File: config.mk
export PLATFORM = sky130hd
export DESIGN_NAME = aes_dec_round_sched
export DESIGN_NICKNAME = d
export VERILOG_FILES = /design/src/rtl/aes_dec_round_sched.sv
export SDC_FILE = /design/constraint.sdc
export NUM_CORES = 1
export LEC_CHECK = 0
export CAP_MARGIN = 20
export CORE_MARGIN = 4
export CORE_UTILIZATION = 45
export DETAILED_ROUTE_END_ITERATION = 8
export PLACE_DENSITY = 0.79
export SKIP_LAST_GASP = 1
export SYNTH_ARGS = -nofsm -noshare
export SYNTH_HDL_FRONTEND = slang
export SYNTH_SLANG_ARGS = --single-unit
File: constraint.sdc
create_clock -name ap_clk -period 2.3 [get_ports ap_clk]
set_clock_uncertainty 0.2 [all_clocks]
set_input_delay 0.46 -clock ap_clk [delete_from_list [all_inputs] [get_ports ap_clk]]
set_output_delay 0.46 -clock ap_clk [all_outputs]
set_load 0.05 [all_outputs]
File: src/rtl/aes_dec_round_sched.sv
// Round scheduler for the AES decrypt datapath.
// Chains ARK/ISB/IMC children via ap_ctrl_hs and owns the statemt port mux.
module aes_dec_round_sched #(
  parameter int RND_W = 5
) (
  input  logic             ap_clk,
  input  logic             ap_rst,
  input  logic             ap_start,
  output logic             ap_done,
  output logic             ap_idle,
  output logic             ap_ready,
  input  logic [RND_W-1:0] rounds,
  output logic             err,
  output logic             ark_start,
  input  logic             ark_done,
  output logic [RND_W-1:0] ark_n,
  output logic             isb_start,
  input  logic             isb_done,
  output logic             imc_start,
  input  logic             imc_done,
  output logic [1:0]       statemt_sel
);

  typedef enum logic [7:0] {
    S_IDLE = 8'h01,
    S_ARK0 = 8'h02,
    S_ISB  = 8'h04,
    S_ARK  = 8'h08,
    S_IMC  = 8'h10,
    S_FISB = 8'h20,
    S_FARK = 8'h40,
    S_FIN  = 8'h80
  } state_t;

  state_t           r_state;
  logic [RND_W-1:0] r_rnd;
  logic [RND_W-1:0] r_ark_n;
  logic             r_err;

  logic             w_idle;
  logic             w_fin;
  logic             w_legal;
  logic             w_step;
  logic [RND_W-1:0] w_rnd_dec;

  assign w_idle    = (r_state == S_IDLE);
  assign w_fin     = (r_state == S_FIN);
  assign w_rnd_dec = r_rnd - RND_W'(1);
  assign w_legal   = (rounds == RND_W'(10)) ||
                     (rounds == RND_W'(12)) ||
                     (rounds == RND_W'(14));

  always_comb begin
    ark_start = (r_state == S_ARK0) ||
                (r_state == S_ARK)  ||
                (r_state == S_FARK);
    isb_start = (r_state == S_ISB) ||
                (r_state == S_FISB);
    imc_start = (r_state == S_IMC);
    statemt_sel = 2'd0;
    unique case (1'b1)
      ark_start: statemt_sel = 2'd1;
      isb_start: statemt_sel = 2'd2;
      imc_start: statemt_sel = 2'd3;
      default:   statemt_sel = 2'd0;
    endcase
  end

  // A child's done only counts while we are holding its start
  assign w_step = (ark_start & ark_done) |
                  (isb_start & isb_done) |
                  (imc_start & imc_done);

  assign ap_idle  = w_idle & ~ap_start;
  assign ap_done  = ap_idle | w_fin;
  assign ap_ready = w_fin;
  assign ark_n    = r_ark_n;
  assign err      = r_err;

  always_ff @(posedge ap_clk) begin
    if (ap_rst) begin
      r_state <= S_IDLE;
      r_rnd   <= '0;
      r_ark_n <= '0;
      r_err   <= 1'b0;
    end else begin
      unique case (r_state)
        S_IDLE: begin
          if (ap_start) begin
            r_rnd   <= rounds;
            r_ark_n <= rounds;
            r_err   <= ~w_legal;
            r_state <= w_legal ? S_ARK0 : S_FIN;
          end
        end
        S_ARK0: begin
          if (w_step) begin
            r_rnd   <= w_rnd_dec;
            r_ark_n <= w_rnd_dec;
            r_state <= S_ISB;
          end
        end
        S_ISB: begin
          if (w_step) r_state <= S_ARK;
        end
        S_ARK: begin
          if (w_step) r_state <= S_IMC;
        end
        S_IMC: begin
          if (w_step) begin
            r_rnd   <= w_rnd_dec;
            r_ark_n <= w_rnd_dec;
            r_state <= (r_rnd > RND_W'(1)) ? S_ISB : S_FISB;
          end
        end
        S_FISB: begin
          if (w_step) r_state <= S_FARK;
        end
        S_FARK: begin
          if (w_step) r_state <= S_FIN;
        end
        S_FIN: begin
          r_state <= S_IDLE;
        end
        default: begin
          r_state <= S_IDLE;
        end
      endcase
    end
  end

endmodule

==> metrics.csv, run 1 <==
metric,value,unit
critical path launch point type,primary input,
internal power,534,µW
WP buf/inv,3,
footprint of the multi-input gates,732,µm²
Area Growth Syn to Fin,56.8,%
Placement Rows,16,
Final min period,2.26,ns
Synth warnings,0,
DR DRC count,0,
clock slew at reported path FFs,0.09,ns
clock sink count,14,
Cell variety after synth,44,
# diodes,0,
GP Congestion,0.828,
CTS tree,done,
Final Util,76.7,%
Synth Instances,117,
syn_nets,130,
MaxCap Viol Count,0,
vias in the first global route,977,
Comb pwr share,44.1,%
WL/cell,16.4,µm
routed vias/inst,5.88,
full die area,3010,µm²
DR WL met2,1.37,mm
number of flops mapped to enable cells by yosys,0,
CP max FO,4,
slowest cell on the critical path,clkdlybuf4s50_1,
final worst slack,0.0420,ns
top post-synthesis cells by area,"dfxtp_1 28%, nor2_1 6.5%, a21oi_1 4.6%, nor4_4 4.3%, mux2i_1 4.1%",
DPL Wire Length,2.21,mm
Post-DRT Antenna Nets,0,
Starting Density,48.9,%
CP cell instances,"clkdlybuf4s50_1, buf_4, nor2_4, or2_4, buf_12",
max-slew violation count,0,
Num CTS Buffers,3,
largest net degree at the start of global routing,15,
PortBufs,24,
initial DRC count,38,
crit path DAT,1.60,ns
global-route wire length before repair,4.65,mm
slew margin rel.,63.9,%
beginning of the worst hold path,ark_n[4],
Clock power frac,22.4,%
routed length on met3,178,µm
"Seq/Total Area, Yosys",28.4,%
ys flop type,dfxtp_1,
via count,1094,
status,completed,
root buf cell,clkbuf_4,
Max IR drop VDD,0.458,mV
Worst Hold Class,flip-flop to flip-flop,
NetSw,307,µW
"most common cell after layout, fill and taps aside",buf_4,
Longest Clk Path Bufs,2,
top cell type by total area after synthesis,dfxtp_1,
GRT Total Usage,22.0,%
sequential share of power,33.6,%
Core Footprint,2020,µm²
"delay-heaviest family, CP",buffers and inverters,
pre-CTS setup slack,-0.0246,ns
Highest Clock Rate,0.443,GHz
pwr/cell area,542,nW/µm²
total congestion overflow,0,
"FF+latch count, synth",14,
Mapped Area,988,µm²
most frequent cells in the layout,"17 x buf_4, 16 x nor2_1, 15 x clkdlybuf4s50_1",
Final Cycle Share,98.2,%
Max stage delay on crit path,0.55,ns
Sw Ratio,36.5,%
Die Span Y,54.9,µm
I/O Pins,25,
"Async S/R FF share, synth",0,%
Critical path origin,ap_start,
synthesized area per cell,8.45,µm²
# setup viols final,0,
final setup TNS,0,ns
Clock Latency Late Sink,0.29,ns
worst hold margin,0.303,ns
depth of the CTS H-tree,1,
Metal-1 WL,1.42,mm
LEAKAGE,0.000662,µW
Die Width,54.9,µm
FF+latch area,299,µm²
share of cells above drive strength 1,37.7,%
Fin. Hold Viols,0,
CP Class,primary input to primary output,
initial antenna violation count,0,
proportion of netlist area held by the largest area contributor,28.4,%
worst r2r src,r_state[5],
RSZ-0062 raised after global routing,true,
first drt pass iteration count,4,
FILL cells,136,
Worst EP required,1.64,ns
slew at the pin closest to its max-slew limit,0.540,ns
top layer in use,met4,
Nets,173,
crit end category,primary output,
total length of routed wires,3.04,mm
## layout make-up
type,instances,area share [%]
Clock buffer,4,2.34
Timing Repair Buffer,40,28.2
Multi-Input combinational cell,98,47.2
Tap cell,27,2.18
Inverter,3,0.726
Sequential cell,14,19.3
## synth_stat cells, drive strengths merged (3+ instances only)
cell type  instances
dfxtp             14
nor2              20
mux2i              4
and3               3
a21oi             10
nand3              4
nand2              9
and4               4
and4b              3
nor3               6
o21ai              4
## metrics by stage
step                      instances  total power [µW]  cell area (µm²)
after floorplan                 117               486              998
after global placement          175               615             1400
after detailed placement        175               623             1400
after CTS                       183               822             1480
after global routing            186               871             1550
final                           186               841             1550
## kinds of logic after synthesis
group	synth area share [%]
fa+ha+maj	2.53
flops	28.4
xor+xnor	1.77
simple gates	38.5
compound gates	22.2
buf+inv	2.66
mux	4.05
## flip-flops by register name, indices dropped and copies added (netlist names)
name,count
r_state,8
err,1
ark_n,5
## worst register-to-register path, cell delays in order (launching register included)
cell	delay [ns]
dfxtp_2	0.39
nor4_4	0.33
buf_4	0.20
nand4_1	0.13
and3_4	0.22
o21bai_4	0.21
a211o_1	0.32
a21oi_2	0.14
## power groups by stage
stage,clock network [µW],logic (µW),registers [µW]
floorplan,0,166,320
global placement,0,329,286
detailed placement,0,335,288
CTS,186,353,283
global route,198,389,284
finish,188,370,282
## metal layers
| layer | vias up | global-route usage (%) |
|---|---|---|
| li1 | 526 | - |
| met1 | 513 | 31.1 |
| met2 | 46 | 32.7 |
| met3 | 9 | 3.27 |
| met4 | 0 | 9.13 |
| met5 | - | 0 |
## path summary, 6_finish.rpt
kind	depth (start not counted)	slack, ns	to
hold / removal	2	0.30	ark_n[4]
hold reg to reg	2	0.30	ark_n[4]
setup / recovery	5	0.04	ap_done
setup reg to reg	7	0.11	ark_n[1]
## what timing repair did
item                                   4_1_cts  5_1_grt
endpoints found under the hold margin        0        0
setup endpoints to repair                    4        7
gates resized for setup                      6       16
pin swaps                                    2        4
gates cloned                                 0        0
hold buffers                                 0        0
buffers inserted                             4        3
Power figures use the tool's default switching activity.
==> inputs of run 2 (changes only) <==
Settings changed: ABC_AREA set to 1, PLACE_DENSITY 0.79 to 0.78.
==> metrics.csv, run 2 <==
metric,value,unit
status,completed,
max-slew violation count,0,
MaxCap Viol Count,0,
Post-DRT Antenna Nets,0,
share of cells above drive strength 1,30.0,%
top-count cell post-synth,nand2_1,
Clock power frac,10.2,%
"top cells by count, synth","43 x nand2_1, 33 x nor2_1, 18 x inv_1",
slew at the pin closest to its max-slew limit,0.507,ns
GRT Total Usage,17.4,%
Synth warnings,0,
Max stage delay on crit path,0.34,ns
Hold EP,err,
routed vias/inst,4.91,
top post-synthesis cells by area,"dfxtp_1 26%, nand2_1 15%, nor2_1 12%, inv_1 6.4%, nand3_4 4.9%",
Synth Area in XOR/XNOR,1.65,%
global-route wire length before repair,4.57,mm
final worst slack,0.0517,ns
Clock Latency Late Sink,0.28,ns
Sw Ratio,49.6,%
depth of the CTS H-tree,1,
Worst EP required,1.64,ns
internal power,903,µW
Cell variety after synth,30,
via count,1135,
FILL cells,195,
DPL Wire Length,2.04,mm
crit path DAT,1.59,ns
NetSw,888,µW
CP Class,flip-flop to primary output,
most frequent cells in the layout,"42 x nand2_1, 32 x nor2_1, 16 x inv_1, 16 x clkdlybuf4s50_1, 11 x buf_4",
"most common cell after layout, fill and taps aside",nand2_1,
first drt pass iteration count,4,
max reg flops,8,
crit end category,primary output,
Highest Clock Rate,0.445,GHz
initial antenna violation count,0,
reg2reg path depth,10,
Nets,217,
Area after DPL,1410,µm²
"Async S/R FF share, synth",0,%
"Hold-fix buffers, CTS",0,
RSZ-0062 raised after global routing,true,
proportion of netlist area held by the largest area contributor,26.4,%
critical path launch point type,flip-flop,
worst hold path depth,2,
"Power, Total",1790,µW
RR Endpoint,r_state[3],
CTS tree,done,
beginning of the worst hold path,err,
"FF+latch count, synth",14,
M2 GR Usage,32.3,%
clock slew at reported path FFs,0.09,ns
ys flop type,dfxtp_1,
post-synthesis simple-gate area fraction,51.7,%
Core Footprint,2230,µm²
post-route cell area,1540,µm²
number of flops mapped to enable cells by yosys,0,
Comb pwr share,68.7,%
pre-CTS setup slack,-0.0249,ns
Placement Rows,17,
syn_nets,180,
Reg2Reg Setup Slack,0.31,ns
Longest Clk Path Bufs,2,
top cell type by total area after synthesis,dfxtp_1,
Compound-Gate Fraction of Synth Area,6.95,%
CP max FO,3,
GR Layer Usage met3,2.99,%
total congestion overflow,0,
Max IR drop VDD,0.842,mV
initial DRC count,12,
Num CTS Buffers,3,
GP Congestion,0.934,
synthesized area per cell,6.36,µm²
# diodes,0,
Mapped Area,1060,µm²
Final min period,2.25,ns
vias in the first global route,1097,
PortBufs,24,
LEAKAGE,0.000760,µW
CP cell instances,"inv_2, nand2_4, nor2_4, nand4_4, or2_4, clkinvlp_4, or2_4, buf_8",
slowest cell on the critical path,dfxtp_2,
mux cell area share after synthesis,0,%
largest family of logic cells by synthesized area,simple AND/OR/NAND/NOR gates,
"Most flops, register",r_state,
total length of routed wires,2.68,mm
Synth Instances,167,
"Top cell by count, worst path",or2_4,
full die area,3200,µm²
largest net degree at the start of global routing,13,
gr busiest metal,met2,
worst r2r src,r_state[2],
clock sink count,14,
"Seq/Total Area, Yosys",26.4,%
slew margin rel.,66.1,%
area share of fa/ha/maj cells after synthesis,2.36,%
# setup viols final,0,
Area Growth Syn to Fin,44.9,%
pwr/cell area,1160,nW/µm²
GRT met1 Usage,19.7,%
WL/cell,11.6,µm
Final Cycle Share,97.8,%
Die Width,56.6,µm
Starting Density,47.6,%
Worst Hold Class,flip-flop to flip-flop,
sequential share of power,21.1,%
Die Span Y,56.6,µm
I/O Pins,25,
Fin. Hold Viols,0,
root buf cell,clkbuf_4,
DR DRC count,0,
## run 2: per-stage QoR
stage | hold WS [ns] | TNS, ns | std cells | util [%]
global placement | 0.269 | -0.0115 | 220 | 63.1
global route | 0.354 | -0.00282 | 231 | 68.9
finish | 0.308 | 0 | 231 | 68.9
detailed placement | 0.295 | -0.0249 | 220 | 63.1
floorplan | 0.325 | 0 | 167 | -
CTS | 0.317 | -0.00685 | 225 | 65.8
## run 2: layout make-up
type	instances	area [µm²]	share of cell area, %
inverters	27	105	6.83
flip-flops and latches	14	285	18.5
well taps	28	35.0	2.28
multi-input cells	124	699	45.4
repair buffers	34	378	24.6
clock buffers	4	36.3	2.36
## run 2: critical path, delay by kind of cell (launching register included)
| kind | cells | cell delay, ns |
|---|---|---|
| and+or+nand+nor | 5 | 0.68 |
| buffers and inverters | 3 | 0.28 |
| DFF | 1 | 0.34 |
## run 2: layer usage
layer / up-vias / part of all wire (%)
li1: 592 / -
met1: 507 / 42
met2: 30 / 52
met3: 6 / 5.0
met4: 0 / 1.3
met5: - / 0
## run 2: worst max path at each step
stage	slack, ns	depth (start not counted)	endpoint	start
floorplan	0.03	8	ap_done	r_state[5]
finish	0.05	8	ap_done	r_state[6]
detailed placement	-0.02	5	ap_done	ap_start
CTS	-0.007	6	statemt_sel[0]	r_state[4]
global route	-0.003	8	ap_done	r_state[6]
global placement	-0.01	5	ap_done	ap_start
## run 2: kinds of logic after synthesis
logic type / after synthesis
xor gates and xnor gates: 2
AOI/OAI and AO/OA: 11
and+or+nand+nor: 109
adders and majority gates: 2
DFF: 14
buffers and inverters: 29
## run 2: power by group through the flow
stage	logic (µW)	clock network [µW]	registers [µW]
4_1_cts	1160	182	374
3_3_place_gp	1080	0	373
5_1_grt	1350	194	388
2_1_floorplan	676	0	500
6_report	1230	182	379
3_5_place_dp	1110	0	376
## run 2: timing repair
item / CTS / global route
buffers inserted: 1 / 6
pin swaps: 1 / 4
endpoints found under the setup margin: 2 / 4
endpoints found under the hold margin: 0 / 0
gates resized for setup: 5 / 9
==> inputs of run 3 (changes only) <==
Settings changed: ABC_CLOCK_PERIOD_IN_PS set to 2300, PLACE_DENSITY 0.78 to 0.84.
==> metrics.csv, run 3 (same netlist as run 2, synthesis figures left out) <==
metric,value,unit
status,completed,
root buf cell,clkbuf_4,
Longest Clk Path Bufs,2,
final cell count without fillers,236,
slew margin rel.,66.1,%
WL/cell,13.4,µm
I/O Pins,25,
Area Growth Syn to Fin,50.9,%
first drt pass iteration count,4,
Starting Density,47.6,%
Critical path origin,r_state[6],
depth of the CTS H-tree,1,
reg2reg path depth,13,
# diodes,0,
"Top cell by count, worst path",or2_4,
clock slew at reported path FFs,0.10,ns
Placement Rows,17,
Num CTS Buffers,3,
Cells after DPL,220,
"most common cell after layout, fill and taps aside",nand2_1,
Final Cycle Share,98.2,%
max reg flops,8,
CP cell instances,"inv_2, nand2_4, nor2_4, nand4_4, or2_4, clkinvlp_4, or2_4, buf_8",
crit path capture,ap_done,
PortBufs,24,
initial antenna violation count,0,
pwr/cell area,1170,nW/µm²
Core Footprint,2230,µm²
share of cells above drive strength 1,32.7,%
Highest Clock Rate,0.443,GHz
Worst EP required,1.64,ns
total congestion overflow,0,
"Most flops, register",r_state,
beginning of the worst hold path,err,
Die Span Y,56.6,µm
via count,1237,
FILL cells,161,
GP Congestion,0.880,
worst hold margin,0.307,ns
most frequent cells in the layout,"41 x nand2_1, 32 x nor2_1, 16 x inv_1, 16 x clkdlybuf4s50_1, 15 x buf_4",
initial DRC count,51,
crit end category,primary output,
largest net degree at the start of global routing,13,
MaxCap Viol Count,0,
Fin. Hold Viols,0,
DR DRC count,0,
RR Endpoint,r_state[6],
max-slew violation count,0,
LEAKAGE,0.000791,µW
Worst Hold Class,flip-flop to flip-flop,
Reg2Reg Setup Slack,0.27,ns
full die area,3200,µm²
RSZ-0062 raised after global routing,true,
Die Width,56.6,µm
Nets,222,
worst hold path depth,2,
critical path launch point type,flip-flop,
vias in the first global route,1051,
Final min period,2.26,ns
global-route wire length before repair,4.73,mm
Max stage delay on crit path,0.34,ns
slew at the pin closest to its max-slew limit,0.507,ns
clock sink count,14,
routed vias/inst,5.24,
CTS tree,done,
GRT Total Usage,18.6,%
Clock Latency Late Sink,0.29,ns
total length of routed wires,3.16,mm
slowest cell on the critical path,dfxtp_2,
worst r2r src,r_state[5],
CP Class,flip-flop to primary output,
Max IR drop VDD,0.890,mV
Post-DRT Antenna Nets,0,
CP max FO,3,
DPL Wire Length,2.11,mm
crit path DAT,1.60,ns
# setup viols final,0,
## run 3: metrics by stage
stage          setup TNS, ns  power (µW)  setup slack, ns  cell area [µm²]  utilization (%)
2_1_floorplan              0        1180           0.0256             1070                -
3_3_place_gp         -0.0217        1450          -0.0217             1420             63.6
3_5_place_dp         -0.0391        1490          -0.0391             1420             63.6
4_1_cts                    0        1750           0.0225             1490             66.9
5_1_grt               -0.102        1990          -0.0531             1600             71.8
6_report                   0        1870           0.0421             1600             71.8
## run 3: how the worst min path moves through the flow
| stage | end | slack (ns) |
|---|---|---|
| 6_report | err | 0.31 |
| 5_1_grt | err | 0.37 |
| 4_1_cts | err | 0.31 |
| 3_5_place_dp | err | 0.29 |
| 3_3_place_gp | err | 0.27 |
| 2_1_floorplan | r_state[5] | 0.33 |
## run 3: report_power, final
| part | internal, µW | switching, µW |
|---|---|---|
| sequential | 318 | 62.8 |
| clock | 96.5 | 91.1 |
| combinational | 513 | 787 |
## run 3: critical path, delay by kind of cell (launching register included)
kind,cells,cell delay (ns)
buffers and inverters,3,0.29
DFF,1,0.34
and+or+nand+nor,5,0.69
## run 3: layer usage
layer / GRT usage [%] / part of all wire (%) / wire length [µm]
met5: 0 / 0 / 0
met3: 2.76 / 6.1 / 194
met2: 34.0 / 50 / 1570
met4: 7.12 / 4.7 / 148
met1: 21.4 / 39 / 1250
## run 3: area by class of cell
class	instances	area [µm²]	area share, %
Timing Repair Buffer	39	428	26.7
Sequential cell	14	287	17.9
Clock buffer	4	36.3	2.26
Multi-Input combinational cell	124	712	44.4
Inverter	27	105	6.56
Tap cell	28	35.0	2.19
## run 3: repair_timing
action,4_1_cts,5_1_grt
buffers inserted,2,10
hold buffers,0,0
setup endpoints to repair,2,4
resized for setup,5,13
pin swaps,1,6
